$ cat src/rtl/sprite_table_loader.sv
// Streams one cluster's sprite attribute table from the sprite RAM into the position
// register file: one RAM read per cycle, and each word is written two cycles after its read.
module sprite_table_loader #(
  parameter int ADDR_WIDTH     = 16,
  parameter int INT_WIDTH      = 16,
  parameter int CLUSTER_SIZE   = 20,
  parameter int MEM_ADDR_WIDTH = 16
) (
  input  logic                      clk,
  input  logic                      rst,
  input  logic                      start,
  input  logic                      abort,
  input  logic [MEM_ADDR_WIDTH-1:0] base_addr,
  output logic                      busy,
  output logic                      done,
  output logic                      mem_ren,
  output logic [MEM_ADDR_WIDTH-1:0] mem_addr,
  input  logic [INT_WIDTH-1:0]      mem_rdata,
  output logic [ADDR_WIDTH-1:0]     waddr,
  output logic [INT_WIDTH-1:0]      wdata,
  output logic                      wen
);

  localparam int TOTAL = CLUSTER_SIZE * 6;
  localparam logic [ADDR_WIDTH-1:0] LAST_IDX = ADDR_WIDTH'(TOTAL - 1);

  typedef enum logic [1:0] {S_IDLE, S_FETCH, S_DRAIN, S_DONE} state_t;

  state_t                    r_state, w_state_nxt;
  logic [ADDR_WIDTH-1:0]     r_rd_idx, w_rd_idx_nxt;
  logic [MEM_ADDR_WIDTH-1:0] r_mem_addr, w_mem_addr_nxt;
  logic                      r_mem_ren, r_busy, r_done;
  logic                      r_p1_vld;
  logic [ADDR_WIDTH-1:0]     r_p1_idx;
  logic                      r_wen;
  logic [ADDR_WIDTH-1:0]     r_waddr;
  logic [INT_WIDTH-1:0]      r_wdata;
  logic                      w_kill;

  // abort only matters once a load is under way; in IDLE it merely vetoes start
  assign w_kill = abort && (r_state != S_IDLE);

  always_comb begin
    w_state_nxt    = r_state;
    w_rd_idx_nxt   = r_rd_idx;
    w_mem_addr_nxt = r_mem_addr;
    case (r_state)
      S_IDLE: begin
        if (start && !abort) begin
          w_state_nxt    = S_FETCH;
          w_rd_idx_nxt   = '0;
          w_mem_addr_nxt = base_addr;
        end
      end
      S_FETCH: begin
        if (r_rd_idx == LAST_IDX) begin
          w_state_nxt = S_DRAIN;
        end else begin
          w_rd_idx_nxt   = r_rd_idx + 1'b1;
          w_mem_addr_nxt = r_mem_addr + 1'b1;
        end
      end
      S_DRAIN: begin
        if (r_wen && (r_waddr == LAST_IDX)) w_state_nxt = S_DONE;
      end
      S_DONE:  w_state_nxt = S_IDLE;
      default: w_state_nxt = S_IDLE;
    endcase
    if (w_kill) w_state_nxt = S_IDLE;
    if (w_state_nxt != S_FETCH) begin
      w_rd_idx_nxt   = '0;
      w_mem_addr_nxt = '0;
    end
  end

  always_ff @(posedge clk or negedge rst) begin
    if (!rst) begin
      r_state    <= S_IDLE;
      r_rd_idx   <= '0;
      r_mem_addr <= '0;
      r_mem_ren  <= 1'b0;
      r_busy     <= 1'b0;
      r_done     <= 1'b0;
      r_p1_vld   <= 1'b0;
      r_p1_idx   <= '0;
      r_wen      <= 1'b0;
      r_waddr    <= '0;
      r_wdata    <= '0;
    end else begin
      r_state    <= w_state_nxt;
      r_rd_idx   <= w_rd_idx_nxt;
      r_mem_addr <= w_mem_addr_nxt;
      r_mem_ren  <= (w_state_nxt == S_FETCH);
      r_busy     <= (w_state_nxt != S_IDLE);
      r_done     <= (w_state_nxt == S_DONE);
      // stage 1 tracks the read the RAM is answering; stage 2 presents the write
      r_p1_vld   <= r_mem_ren && !w_kill;
      r_p1_idx   <= r_rd_idx;
      r_wen      <= r_p1_vld && !w_kill;
      r_waddr    <= (r_p1_vld && !w_kill) ? r_p1_idx : '0;
      r_wdata    <= (r_p1_vld && !w_kill) ? mem_rdata : '0;
    end
  end

  assign busy     = r_busy;
  assign done     = r_done;
  assign mem_ren  = r_mem_ren;
  assign mem_addr = r_mem_addr;
  assign wen      = r_wen;
  assign waddr    = r_waddr;
  assign wdata    = r_wdata;

endmodule

$ cat config.mk
export PLATFORM = sky130hd
export DESIGN_NAME = sprite_table_loader
export DESIGN_NICKNAME = d
export VERILOG_FILES = /design/src/rtl/sprite_table_loader.sv
export SDC_FILE = /design/constraint.sdc
export NUM_CORES = 1
export LEC_CHECK = 0
export CORE_MARGIN = 2
export CORE_UTILIZATION = 44
export CTS_CLUSTER_SIZE = 10
export DETAILED_ROUTE_END_ITERATION = 10
export PLACE_DENSITY_LB_ADDON = 0.25
export SKIP_LAST_GASP = 1
export SLEW_MARGIN = 0
export SYNTH_ARGS = -nofsm -noshare
export SYNTH_HDL_FRONTEND = slang
export SYNTH_SLANG_ARGS = --single-unit
$ cat constraint.sdc
create_clock -name clk -period 1.6 [get_ports clk]
set_input_delay 0.16 -clock clk [delete_from_list [all_inputs] [get_ports clk]]
set_output_delay 0.16 -clock clk [all_outputs]
set_load 0.02 [all_outputs]
-- After elaboration in Yosys (flattened, before gate mapping)
Index checks and enable logic that the tools add are counted.
- $add $sub $neg: 2
- eq/ne operators: 10
- mux-type cells: 15
- reductions and logical operators: 12
- operators by type and width (kind ; count):
    $mux W16 ; 8
    $pmux W16 S2 ; 2
    $add A16 B1 Y16 const B ; 2
    $eq A16 B7 Y1 const B ; 2
    $mux W2 ; 4
    $pmux W2 S4 ; 1
    $eq A2 B2 Y1 const B ; 3
    $ne A3 B3 Y1 const B ; 2
    $logic_and A1 B1 Y1 ; 5
    $eq A2 B1 Y1 const B ; 2
    $reduce_bool A2 Y1 ; 2
    $reduce_and A3 Y1 ; 1
    $reduce_bool A3 Y1 ; 1
    $logic_not A1 Y1 ; 2
    $logic_not A2 Y1 ; 1
    $ne A2 B1 Y1 const B ; 1
- flip-flop bits (word level): 87
- bits of input ports: 36
- word-level logic and storage cells: 50

-- Logic depth before layout (Yosys ltp)
Gate-level depths: netlist of run 1.
- depth after elaboration: 8
- mapped depth: 6

-- Worst setup path after synthesis of run 1
No wires, ideal clock.
- path type: register to register
- start: register r_rd_idx[0]
- end: register r_mem_addr[9] (netlist: mem_addr[9])
- library setup time: 0.111 ns
- arrival: 1.531 ns
- required time: 1.489 ns
- setup slack: -0.042 ns
- stages on the path, launching flop included: 6
- cell sequence: dfrtp_1 ha_1 and3_1 a41oi_2 a311oi_1 a2111oi_2
- longest elaborated chain between the ends: 7
- elaborated cells on any way between the ends: 10
- those cells by class: eq/ne: 4; mux: 4; reduce/logical: 2
- ends and longest elaborated chain (item ; RTL line ; text):
    start: declaration ; 30 ; logic [ADDR_WIDTH-1:0] r_rd_idx, w_rd_idx_nxt;
    start signal: assignment ; 91 ; r_rd_idx <= w_rd_idx_nxt;
    $eq A16 B7 Y1 (*) ; 56 ; if (r_rd_idx == LAST_IDX) begin
    $mux W2 ; 56 ;
    $pmux W2 S4 ; 47 ; case (r_state)
    $mux W2 ; 69 ; if (w_kill) w_state_nxt = S_IDLE;
    $ne A2 B1 Y1 ; 70 ; if (w_state_nxt != S_FETCH) begin
    $ne A3 B3 Y1 (no line) or $reduce_bool A3 Y1 (tied branches) ; -- ;
    $reduce_and A3 Y1 (no line) ; -- ;
    end signal: assignment ; 92 ; r_mem_addr <= w_mem_addr_nxt;
    end: declaration ; 31 ; logic [MEM_ADDR_WIDTH-1:0] r_mem_addr, w_mem_addr_nxt;
Mark *: on every way between the ends. The rest lies on a longest branch, timed or not.
A chain may end at the register's enable or synchronous reset.

-- Final worst setup path of run 1
- start: register r_rd_idx[1]
- end: register r_mem_addr[11] (netlist: mem_addr[11])
Same word-level chain as after synthesis.

==> summary.md, run 1 <==
| Metric | Value |
|---|---|
| Largest fanout on the critical path | 3 |
| Clk slew on worst S/H paths | 0.09 ns |
| Clock Skew | 0.00889 ns |
| Worst Tran Pin Value | about 0.47 ns |
| Placed Cells incl. Taps | 515 |
| Final non-filler cell total | 539 |
| Final nets | 470 |
| Switching share of power | 0.257 |
| # port buffers | 87 |
| Failing checks | setup timing |
| GRT met1 Usage | 0.245 |
| Synth warnings | 0 |
| Setup TNS | -0.0558 ns |
| Cells after synthesis | 301 |
| Total congestion overflow | 0 |
| Min Clock Period, post-route | 1.66 ns |
| Routed vias | around 2,700 |
| Initial Utilization | 0.460 |
| Ys flop type | dfrtp_1 |
| Peak VDD IR | 444 uV |
| Iteration-0 DRC count of the detailed router | 91 |
| Setup CP Type | flip-flop to flip-flop |
| Post-route DRC | 0 |
| H-Tree Depth | 3 |
| Final Power | between 4000 and 5000 uW |
| Fin. Hold Viols | 0 |
| Die W | between 90 and 100 um |
| Hold slack | 0.288 ns |
| Max_cap viols | 0 |
| TritonCTS clock tree | built |
| I/O pin total | 88 |
| Pleak | 0.00235 uW |
| Number of antenna violations at the first check in global routing | 0 |
| FP Rows | 32 |
| Syn_nets | around 340 |
| Worst hold path type | primary input to asynchronous set/reset pin |
| Setup violations, final | 1 |
| # diodes | 0 |
| Power density over the cells | 824 mW/mm^2 |
| Worst path required time | 1.84 ns |
| Top Usage Layer GRT | met2 |
| Layout cells sized above 1 | 0.220 |
| Core box area | ~0.0078 sq mm |
| Slew Limit Fails | 0 |
| Combinational share of power | 0.122 |
| Routing usage on met2 | 0.332 |
| Longest Clk Path Bufs | 2 |
| P_sw | around 1100 uW |
| First-pass GRT wire length | 13,100 um |
| Mapped Avg Cell Area | between 10 and 15 sq um |
| Seq/Total Area, Yosys | 0.606 |
| Area contributors post-synth | dfrtp_1, and2_1, xnor2_1 |
| Die Height | 94.3 um |
| Ys async rst share | 1.00 |
| Startpoint Class | flip-flop |
| Vias in the first global route | 2,689 |
| Max Clk Rate | 0.604 GHz |
| Post-synth top area cell | dfrtp_1 |
| Pint | around 3200 uW |
| CTS root buf | clkbuf_8 |
| Cell area after synthesis | 0.00359 sq mm |
| Largest net degree at the start of global routing | 37 |
| Flop pwr share | 0.539 |
| Layout area overhead | 44.7% |
| CTS buffer count | 9 |
| RSZ-0062 raised after global routing | true |
| Global-route track usage on met3 | 0.0399 |
| R2r setup slk | -0.06 ns |
| RePlAce Congestion | 0.862 |
| Router iterations before antenna repair | 4 |
| CP endpoint kind | flip-flop |
| EDFF count, synth | 0 |
| Post-DR wirelength/cell | 15.1 um |
| DRT antenna net count | 0 |
| Total Routing Usage GR | 0.193 |
| Fillers | approximately 620 |
| Dpl hpwl | 6010 um |
| Worst EP arrival | approximately 1.9 ns |
| Detail-routed via count per cell | 5.06 |
| Die Area | 0.00890 sq mm |
| Skew-Pair Late Insertion Delay | 0.36 ns |
| Status | complete, but fails checks |
| Synth unique cells | 49 |
| Clock Power Share | 0.339 |
| Synthesized flop and latch total | slightly below 90 |
| Top-area cell type share of the netlist area | 0.606 |
| Routed WL | just over 8000 um |
| Worst rel slew slack | 0.687 |
| Clk sinks | 87 |
| Final cycle utilization of the critical path | 1.03 |
| Final WS setup | -0.0558 ns |
[per-layer routing]
| layer | share of wire | up-vias |
|---|---|---|
| met3 | 0.044 | 8 |
| li1 | - | 1305 |
| met5 | 0 | - |
| met4 | 0.014 | 0 |
| met2 | 0.53 | 62 |
| met1 | 0.41 | 1353 |
[power groups by stage]
stage	Clock, uW	Sequential (uW)	Combinational [uW]
3_3_place_gp	0	2350	512
3_5_place_dp	0	2350	519
4_1_cts	1490	2310	514
2_1_floorplan	0	2410	138
5_1_grt	1570	2320	568
6_report	1450	2310	523
[Yosys cell counts, types with 2 or more instances]
library cell and instances:
nor4_2 3, nand4_4 2, clkbuf_1 3, inv_1 8
buf_4 2, nand2b_1 2, a21oi_1 5, nor4_4 3
a211oi_1 5, nor3_1 10, nor2_1 35, nand4_2 2
nand3_1 10, ha_1 2, dfrtp_1 87, nand2_1 16
buf_2 3, a31oi_1 2, a211oi_2 3, xor2_1 4
and2_1 32, nand4_1 5, nor4_1 10, a311oi_1 3
xnor2_1 18, nor2b_1 3
[kinds of logic (layout without fill, tap and decap cells)]
kind of cell    after synthesis  count (layout)  share of synthesized area
fa+ha+maj                     2               2                    0.00697
flops                        87              87                      0.606
compound gates               29              29                     0.0679
simple gates                142             142                      0.240
buf+inv                      19             155                     0.0254
xor+xnor                     22              22                     0.0537
[cells in the final DEF (no fill, tap or decap), types with 5 or more instances in the layout]
cell | Yosys | layout
nor3_1 | 10 | 9
inv_1 | 8 | 8
xnor2_1 | 18 | 18
dfrtp_1 | 87 | 84
nand4_1 | 5 | 5
a21oi_1 | 5 | 5
buf_4 | 2 | 38
and2_1 | 32 | 32
clkbuf_8 | 0 | 11
nor4_2 | 3 | 7
dlygate4sd2_1 | 0 | 8
nand3_1 | 10 | 10
nor2_1 | 35 | 35
clkdlybuf4s50_1 | 0 | 74
nand2_1 | 16 | 16
nor4_1 | 10 | 5
[critical path: stages (launching register included)]
cell and delay (ns):
dfrtp_1 0.40, ha_2 0.20, and3_4 0.16, a41oi_4 0.24
buf_4 0.15, a311oi_2 0.08, nor4_1 0.32
[what timing repair did]
action	4_1_cts	5_1_grt
pin swaps	0	10
endpoints found under the setup margin	9	57
hold endpoints to repair	33	0
setup buffers	0	7
hold buffers	1	0
gates resized for setup	10	26
[worst paths after layout]
check,start,to,depth (start not counted)
max reg2reg,r_rd_idx[1],mem_addr[11],6
min in group clk,base_addr[1],mem_addr[1],3
max,r_rd_idx[1],mem_addr[11],6
min,rst,wdata[0],2
max in group asynchronous,rst,mem_addr[5],3
min reg2reg,r_p1_idx[2],waddr[2],1
[sequential cells by signal, summed over array words and instances (netlist names)]
name      flops
busy          1
done          1
mem_addr     16
mem_ren       1
r_p1_idx     16
r_p1_vld      1
r_rd_idx     16
r_state       2
waddr        16
wdata        16
wen           1
[layout make-up]
cell class,instances,area (sq um),share of cell area
multi-input cells,195,1430,0.274
clock buffers,11,151,0.0291
well taps,102,128,0.0246
clock inverters,5,40.0,0.00771
flip-flops and latches,87,2180,0.420
repair buffers,131,1240,0.239
inverters,8,30.0,0.00578
[metrics by stage]
step           utilization  setup WS, ns  cell area [sq um]
3_5_place_dp         0.618       -0.0662               4820
6_report             0.666       -0.0558               5200
4_1_cts              0.645       -0.0238               5030
3_3_place_gp         0.618       0.00944               4820
2_1_floorplan            -        0.0116               3590
5_1_grt              0.666       -0.0741               5200
(Power assumes the default switching activity.)
==> inputs of run 2 (changes only) <==
Settings changed: CORE_UTILIZATION 44 to 49.
Clock period 1.6 ns to 1.82 ns, I/O delays scaled along.
==> run 2 against run 1 <==
Against the previous run:
- the flow now finishes without violations
- core utilization up 2.4 points
- register-to-register slack better by 0.09 ns
- cell area down 4.8%
- wire length down 2.7%
==> summary.md, run 2 (synthesis gave the netlist of run 1 again) <==
| Metric | Value |
|---|---|
| Number of antenna violations at the first check in global routing | 0 (unchanged) |
| Final non-filler cell total | 512 (-5.0%) |
| TritonCTS clock tree | built |
| Post-route DRC | 0 (unchanged) |
| Placed Cells incl. Taps | 496 (-3.7%) |
| I/O pin total | 88 (unchanged) |
| FP Rows | 31 (-3.1%) |
| Dpl hpwl | 5730 um (-4.6%) |
| Setup CP Type | flip-flop to flip-flop |
| Vias in the first global route | 2,572 (-4.4%) |
| RSZ-0062 raised after global routing | true |
| P_sw | 941 uW (-15%) |
| H-Tree Depth | 3 (unchanged) |
| Critical path origin | r_rd_idx[1] |
| Peak VDD IR | 444 uV (+0.12%) |
| Worst EP arrival | 2.04 ns (+0.14 ns) |
| CP endpoint kind | flip-flop |
| Max_cap viols | 0 (unchanged) |
| Final cycle utilization of the critical path | 0.980 (-0.0553) |
| Clock Power Share | 0.375 (+0.036) |
| CTS buffer count | 9 (unchanged) |
| Pleak | 0.00216 uW (-8.4%) |
| Commonest non-fill, non-tap cell in the layout | dfrtp_1 |
| R2r setup slk | 0.04 ns (+0.09 ns) |
| Fin. Hold Viols | 0 (unchanged) |
| Switching share of power | 0.238 (-0.0191) |
| Worst rel slew slack | 0.672 (-0.0155) |
| Iteration-0 DRC count of the detailed router | 181 (+99%) |
| Post-DR wirelength/cell | 15.4 um (+2.4%) |
| Combinational share of power | 0.111 (-0.011) |
| Pre-CTS WS | 0.0273 ns (+0.0935 ns) |
| Min Clock Period, post-route | 1.78 ns (+0.127 ns) |
| Worst path required time | 2.08 ns (+0.24 ns) |
| Post-CTS setup buffer count | 0 (unchanged) |
| Clk sinks | 87 (unchanged) |
| Die Height | 89.6 um (-5.0%) |
| Longest Clk Path Bufs | 2 (unchanged) |
| Power density over the cells | 798 mW/mm^2 (-3.2%) |
| Router iterations before antenna repair | 4 (unchanged) |
| CTS root buf | clkbuf_8 |
| Multi-input gate area | 0.00133 sq mm (-6.6%) |
| Skew-Pair Late Insertion Delay | 0.36 ns (about the same) |
| Worst Tran Pin Value | 0.491 ns (+0.0215 ns) |
| RePlAce Congestion | 0.862 (-0.10%) |
| Final nets | 447 (-4.9%) |
| Routed WL | 7900 um (-2.7%) |
| Clk slew on worst S/H paths | 0.08 ns (about the same) |
| Fillers | 548 (-11%) |
| Largest fanout on the critical path | 4 (+1) |
| Initial Utilization | 0.500 (+0.0405) |
| Detail-routed via count per cell | 5.10 (+0.68%) |
| Worst hold path type | primary input to asynchronous set/reset pin |
| Core box area | 0.00718 sq mm (-8.1%) |
| Pint | 3010 uW (-5.4%) |
| First-pass GRT wire length | 12,700 um (-3.7%) |
| Final WS setup | 0.0371 ns (+0.0930 ns) |
| Die W | 89.6 um (-5.0%) |
| Largest net degree at the start of global routing | 50 (+35%) |
| R2R depth | 5 (-1) |
| Routed vias | 2,609 (-4.4%) |
| Slew Limit Fails | 0 (unchanged) |
| Layout cells sized above 1 | 0.133 (-0.0865) |
| Startpoint Class | flip-flop |
| Max Clk Rate | 0.561 GHz (-7.1%) |
| Layout area overhead | 37.8% |
| Total congestion overflow | 0 (unchanged) |
| Setup violations, final | 0 (-1) |
| # port buffers | 87 (unchanged) |
| Reg-to-Reg Start | r_rd_idx[1] |
| Worst R2R End | mem_addr[9] |
| # diodes | 0 (unchanged) |
| Status | finished clean |
| Total Routing Usage GR | 0.213 (+0.0203) |
| DRT antenna net count | 0 (unchanged) |
| FF/Latch Area | 0.00218 sq mm (-0.17%) |
| Die Area | 0.00803 sq mm (-9.8%) |
| Flop pwr share | 0.514 (-0.025) |
| Clock Skew | 0.00489 ns (-0.00400 ns) |
| Most frequent cells in the layout | dfrtp_1, clkdlybuf4s50_1, nor2_1 |
## run 2: cell types whose count changed in the layout (fill, tap and decap cells not counted), moves of 3 or more
cell             change
nor4_2               -4
dlymetal6s2s_1       -4
dfrtp_2              -3
buf_6                -4
clkdlybuf4s50_1     +12
dfrtp_1              +3
buf_4               -20
dlygate4sd2_1        -8
nor4_1               +5
## run 2: critical path, cell delays in order (launching register included)
cell and delay, ns:
dfrtp_1 0.43, ha_1 0.22, and3_1 0.18, a41oi_2 0.35, a311oi_1 0.16, a2111oi_2 0.33
## run 2: power by group through the flow
stage / Combinational, uW / Clock, uW / Sequential, uW
after floorplan: 121 / 0 / 2120
after global placement: 433 / 0 / 2070
after detailed placement: 440 / 0 / 2070
after CTS: 444 / 1510 / 2030
after global routing: 475 / 1580 / 2040
final: 439 / 1480 / 2030
## run 2: repair_timing
| item | in CTS | in global routing |
|---|---|---|
| setup endpoints to repair | 0 | 6 |
| hold buffers | 1 | 0 |
| endpoints found under the hold margin | 38 | 0 |
| gates resized for setup | 0 | 1 |
## run 2: worst max-delay path by stage
stage	end	slack, ns	depth (start not counted)
after floorplan	mem_addr[9]	0.18	5
after global placement	mem_addr[9]	0.13	5
after detailed placement	mem_addr[10]	0.03	6
after CTS	mem_addr[10]	0.02	6
after global routing	mem_addr[9]	-0.06	5
final	mem_addr[9]	0.04	5
## run 2: routing by layer
metal,global-route usage,share of wire
met1,0.272,0.40
met2,0.352,0.53
met3,0.0539,0.060
met4,0.0814,0.010
met5,0,0
## run 2: area by class of cell
| type | instances | share of cell area |
|---|---|---|
| inverter | 8 | 0.00607 |
| clock inverter | 5 | 0.0164 |
| timing repair buffer | 108 | 0.215 |
| tap | 99 | 0.0250 |
| clock buffer | 10 | 0.0278 |
| sequential | 87 | 0.440 |
| multi-input combinational | 195 | 0.269 |
## run 2: stage by stage
step	utilization	hold WS, ns	power, uW	area, sq um	setup TNS [ns]
finish	0.689	0.325	3950	4950	0
global route	0.689	0.354	4090	4950	-0.0833
CTS	0.688	0.334	3980	4940	0
detailed placement	0.656	0.180	2510	4710	0
global placement	0.656	0.178	2500	4710	0
floorplan	-	-0.114	2240	3590	0
==> inputs of run 3 (changes only) <==
Settings changed: ABC_AREA set to 1, CORE_UTILIZATION 49 to 50, PLACE_DENSITY set to 0.8, PLACE_DENSITY_LB_ADDON 0.25 to unset, REMOVE_ABC_BUFFERS set to 1.
==> run 3 against run 2 <==
Against the previous run:
- count of clock-buffer cells in the layout rose by 1
- die area up 4.5%
- synthesized area is 6.9% higher
- highest routed layer unchanged
==> summary.md, run 3 <==
| Metric | Value |
|---|---|
| Status | finished clean |
| Iteration-0 DRC count of the detailed router | 142 (-22%) |
| Total Routing Usage GR | 0.212 (-0.000448) |
| Most common cell in the synthesized netlist | dfrtp_1 |
| Pint | 2840 uW (-5.7%) |
| Post-route DRC | 0 (unchanged) |
| Synth unique cells | 31 (-37%) |
| Pleak | 0.00230 uW (+6.7%) |
| Startpoint Class | flip-flop |
| Max_cap viols | 0 (unchanged) |
| CTS root buf | clkbuf_8 |
| # port buffers | 87 (unchanged) |
| Flop pwr share | 0.531 (+0.017) |
| Die Area | 0.00839 sq mm (+4.5%) |
| # diodes | 0 (unchanged) |
| Met2 wire len | 4150 um (-0.29%) |
| DRT antenna net count | 0 (unchanged) |
| Layout cells sized above 1 | 0.120 (-0.0128) |
| Worst hold path type | primary input to asynchronous set/reset pin |
| Switching share of power | 0.254 (+0.0153) |
| Ys flop type | dfrtp_1 |
| Setup CP Type | flip-flop to flip-flop |
| Post-DR wirelength/cell | 13.1 um (-15%) |
| Routed WL | 8350 um (+5.6%) |
| Synthesized flop and latch total | 87 (unchanged) |
| Max Clk Rate | 0.603 GHz (+7.5%) |
| Area contributors post-synth | dfrtp_1, nand2_1, nor2_1 |
| Power density over the cells | 753 mW/mm^2 (-5.6%) |
| CP endpoint kind | flip-flop |
| Most frequent cells in the layout | dfrtp_1, clkdlybuf4s50_1, nand2_1 |
| Initial Utilization | 0.523 (+0.0230) |
| Peak VDD IR | 377 uV (-15%) |
| Max incr delay on CP | 0.52 ns (+0.09 ns) |
| DR top layer | met4 |
| Largest net degree at the start of global routing | 58 (+16%) |
| Clock Skew | 0.0116 ns (+0.00668 ns) |
| Final non-filler cell total | 639 (+25%) |
| Combinational share of power | 0.114 (+0.003) |
| DP Area | 0.00481 sq mm (+2.2%) |
| RSZ-0062 raised after global routing | false |
| Post-layout util | 0.688 (-0.00111) |
| Routed vias | 3,112 (+19%) |
| Fin. Hold Viols | 0 (unchanged) |
| Cell area after synthesis | 0.00384 sq mm (+6.9%) |
| Worst rel slew slack | 0.708 (+0.0363) |
| Number of antenna violations at the first check in global routing | 0 (unchanged) |
| Slew Limit Fails | 0 (unchanged) |
| Setup TNS | 0 ns (unchanged) |
| Final cycle utilization of the critical path | 0.911 (-0.0681) |
| CTS buffer count | 9 (unchanged) |
| Placed Cells incl. Taps | 620 (+25%) |
| Seq/Total Area, Yosys | 0.567 (-0.0389) |
| TritonCTS clock tree | built |
| M1 WL | 3510 um (+10%) |
| Clk sinks | 87 (unchanged) |
| Slowest stage cell, crit path | dfrtp_1 |
| Commonest non-fill, non-tap cell in the layout | dfrtp_1 |
| P_sw | 964 uW (+2.4%) |
| DR WL met3 | 443 um (-5.9%) |
| R2R depth | 6 (+1) |
| RePlAce Congestion | 0.893 (+3.7%) |
| Die W | 91.6 um (+2.2%) |
| Layout area overhead | 31.5% |
| Skew-Pair Late Insertion Delay | 0.36 ns (about the same) |
| Final nets | 573 (+28%) |
| Pre-CTS WS | -0.0129 ns (-0.0402 ns) |
| Final WS setup | 0.161 ns (+0.124 ns) |
| Core box area | 0.00733 sq mm (+2.2%) |
| Largest fanout on the critical path | 10 (+6) |
| Clock Power Share | 0.354 (-0.021) |
| FP Rows | 31 (unchanged) |
| Vias in the first global route | 3,033 (+18%) |
| Router iterations before antenna repair | 5 (+1) |
| Dpl hpwl | 6080 um (+6.0%) |
| Most common library cells after synthesis | dfrtp_1, nand2_1, nor2_1 |
| Worst path required time | 2.06 ns (-0.02 ns) |
| Worst EP arrival | 1.89 ns (-0.15 ns) |
| Post-synth top area cell | dfrtp_1 |
| Ys async rst share | 1.00 (unchanged) |
| Cells after synthesis | 437 (+45%) |
| Detail-routed via count per cell | 4.87 (-4.4%) |
| Die Height | 91.6 um (+2.2%) |
| First-pass GRT wire length | 14,100 um (+11%) |
| Min Clock Period, post-route | 1.66 ns (-0.124 ns) |
| H-Tree Depth | 3 (unchanged) |
| Total congestion overflow | 0 (unchanged) |
| I/O pin total | 88 (unchanged) |
| Longest Clk Path Bufs | 2 (unchanged) |
| Mapped Avg Cell Area | 8.78 sq um (-26%) |
| Synth warnings | 0 (unchanged) |
| Setup violations, final | 0 (unchanged) |
| Worst Tran Pin Value | 0.436 ns (-0.0542 ns) |
| CP cell instances | inv_2 -> nor2_2 -> clkinvlp_4 -> buf_4 -> nand2_1 -> a21oi_1 |
| EDFF count, synth | 0 (unchanged) |
| Clk slew on worst S/H paths | 0.09 ns (about the same) |
| Post-route cell area | 0.00505 sq mm (+2.0%) |
| Top-area cell type share of the netlist area | 0.567 (-0.0389) |
## run 3: final timing paths
check / startpoint / endpoint / slack, ns
min: rst / wen / 0.28
max: r_state[0] / mem_addr[6] / 0.16
min reg2reg: r_rd_idx[13] / r_p1_idx[13] / 0.42
max in group asynchronous: rst / r_p1_idx[0] / 0.90
min in group clk: mem_rdata[10] / wdata[10] / 0.32
max reg2reg: r_state[0] / mem_addr[6] / 0.16
## run 3: cell families (layout without fill, tap and decap cells)
| kind of cell | Yosys count | after routing | synth area share |
|---|---|---|---|
| simple gates | 243 | 243 | 0.290 |
| flops | 87 | 87 | 0.567 |
| buf+inv | 78 | 181 | 0.0884 |
| compound gates | 20 | 20 | 0.0320 |
| xor+xnor | 7 | 7 | 0.0160 |
| fa+ha+maj | 2 | 2 | 0.00652 |
## run 3: routing by layer
metal	GRT usage	vias up
met4	0.0972	0
met5	0	-
met1	0.276	1462
li1	-	1533
met2	0.346	95
met3	0.0398	22
## run 3: area by class of cell
type | count | area (sq um)
flip-flops and latches | 87 | 2180
clock buffers | 11 | 131
inverters | 70 | 274
repair buffers | 95 | 943
clock inverters | 5 | 66.3
well taps | 99 | 124
fillers | 562 | 2280
multi-input cells | 272 | 1330
## run 3: stage by stage
step                total power [uW]  hold WS, ns
CTS                             3820        0.297
finish                          3800        0.280
floorplan                       2230       -0.114
detailed placement              2490        0.144
global route                    3960        0.294
global placement                2480        0.137
## run 3: repair_timing
action	in CTS	in global routing
endpoints found under the hold margin	30	0
gates cloned	0	0
hold buffers	1	0
buffers inserted	0	2
resized for setup	1	1
pin swaps	0	0
setup endpoints to repair	3	2
## run 3: power groups by stage
stage	Sequential, uW	Clock, uW	Combinational (uW)
after floorplan	2110	0	123
after global placement	2050	0	423
after detailed placement	2060	0	429
after CTS	2020	1370	434
after global routing	2030	1450	475
final	2020	1350	434
## run 3: worst max-delay path, delay by kind of cell (launching register included)
| kind | cells | cell delay [ns] |
|---|---|---|
| compound gates | 1 | 0.07 |
| flops | 1 | 0.52 |
| simple gates | 2 | 0.39 |
| buf+inv | 3 | 0.56 |
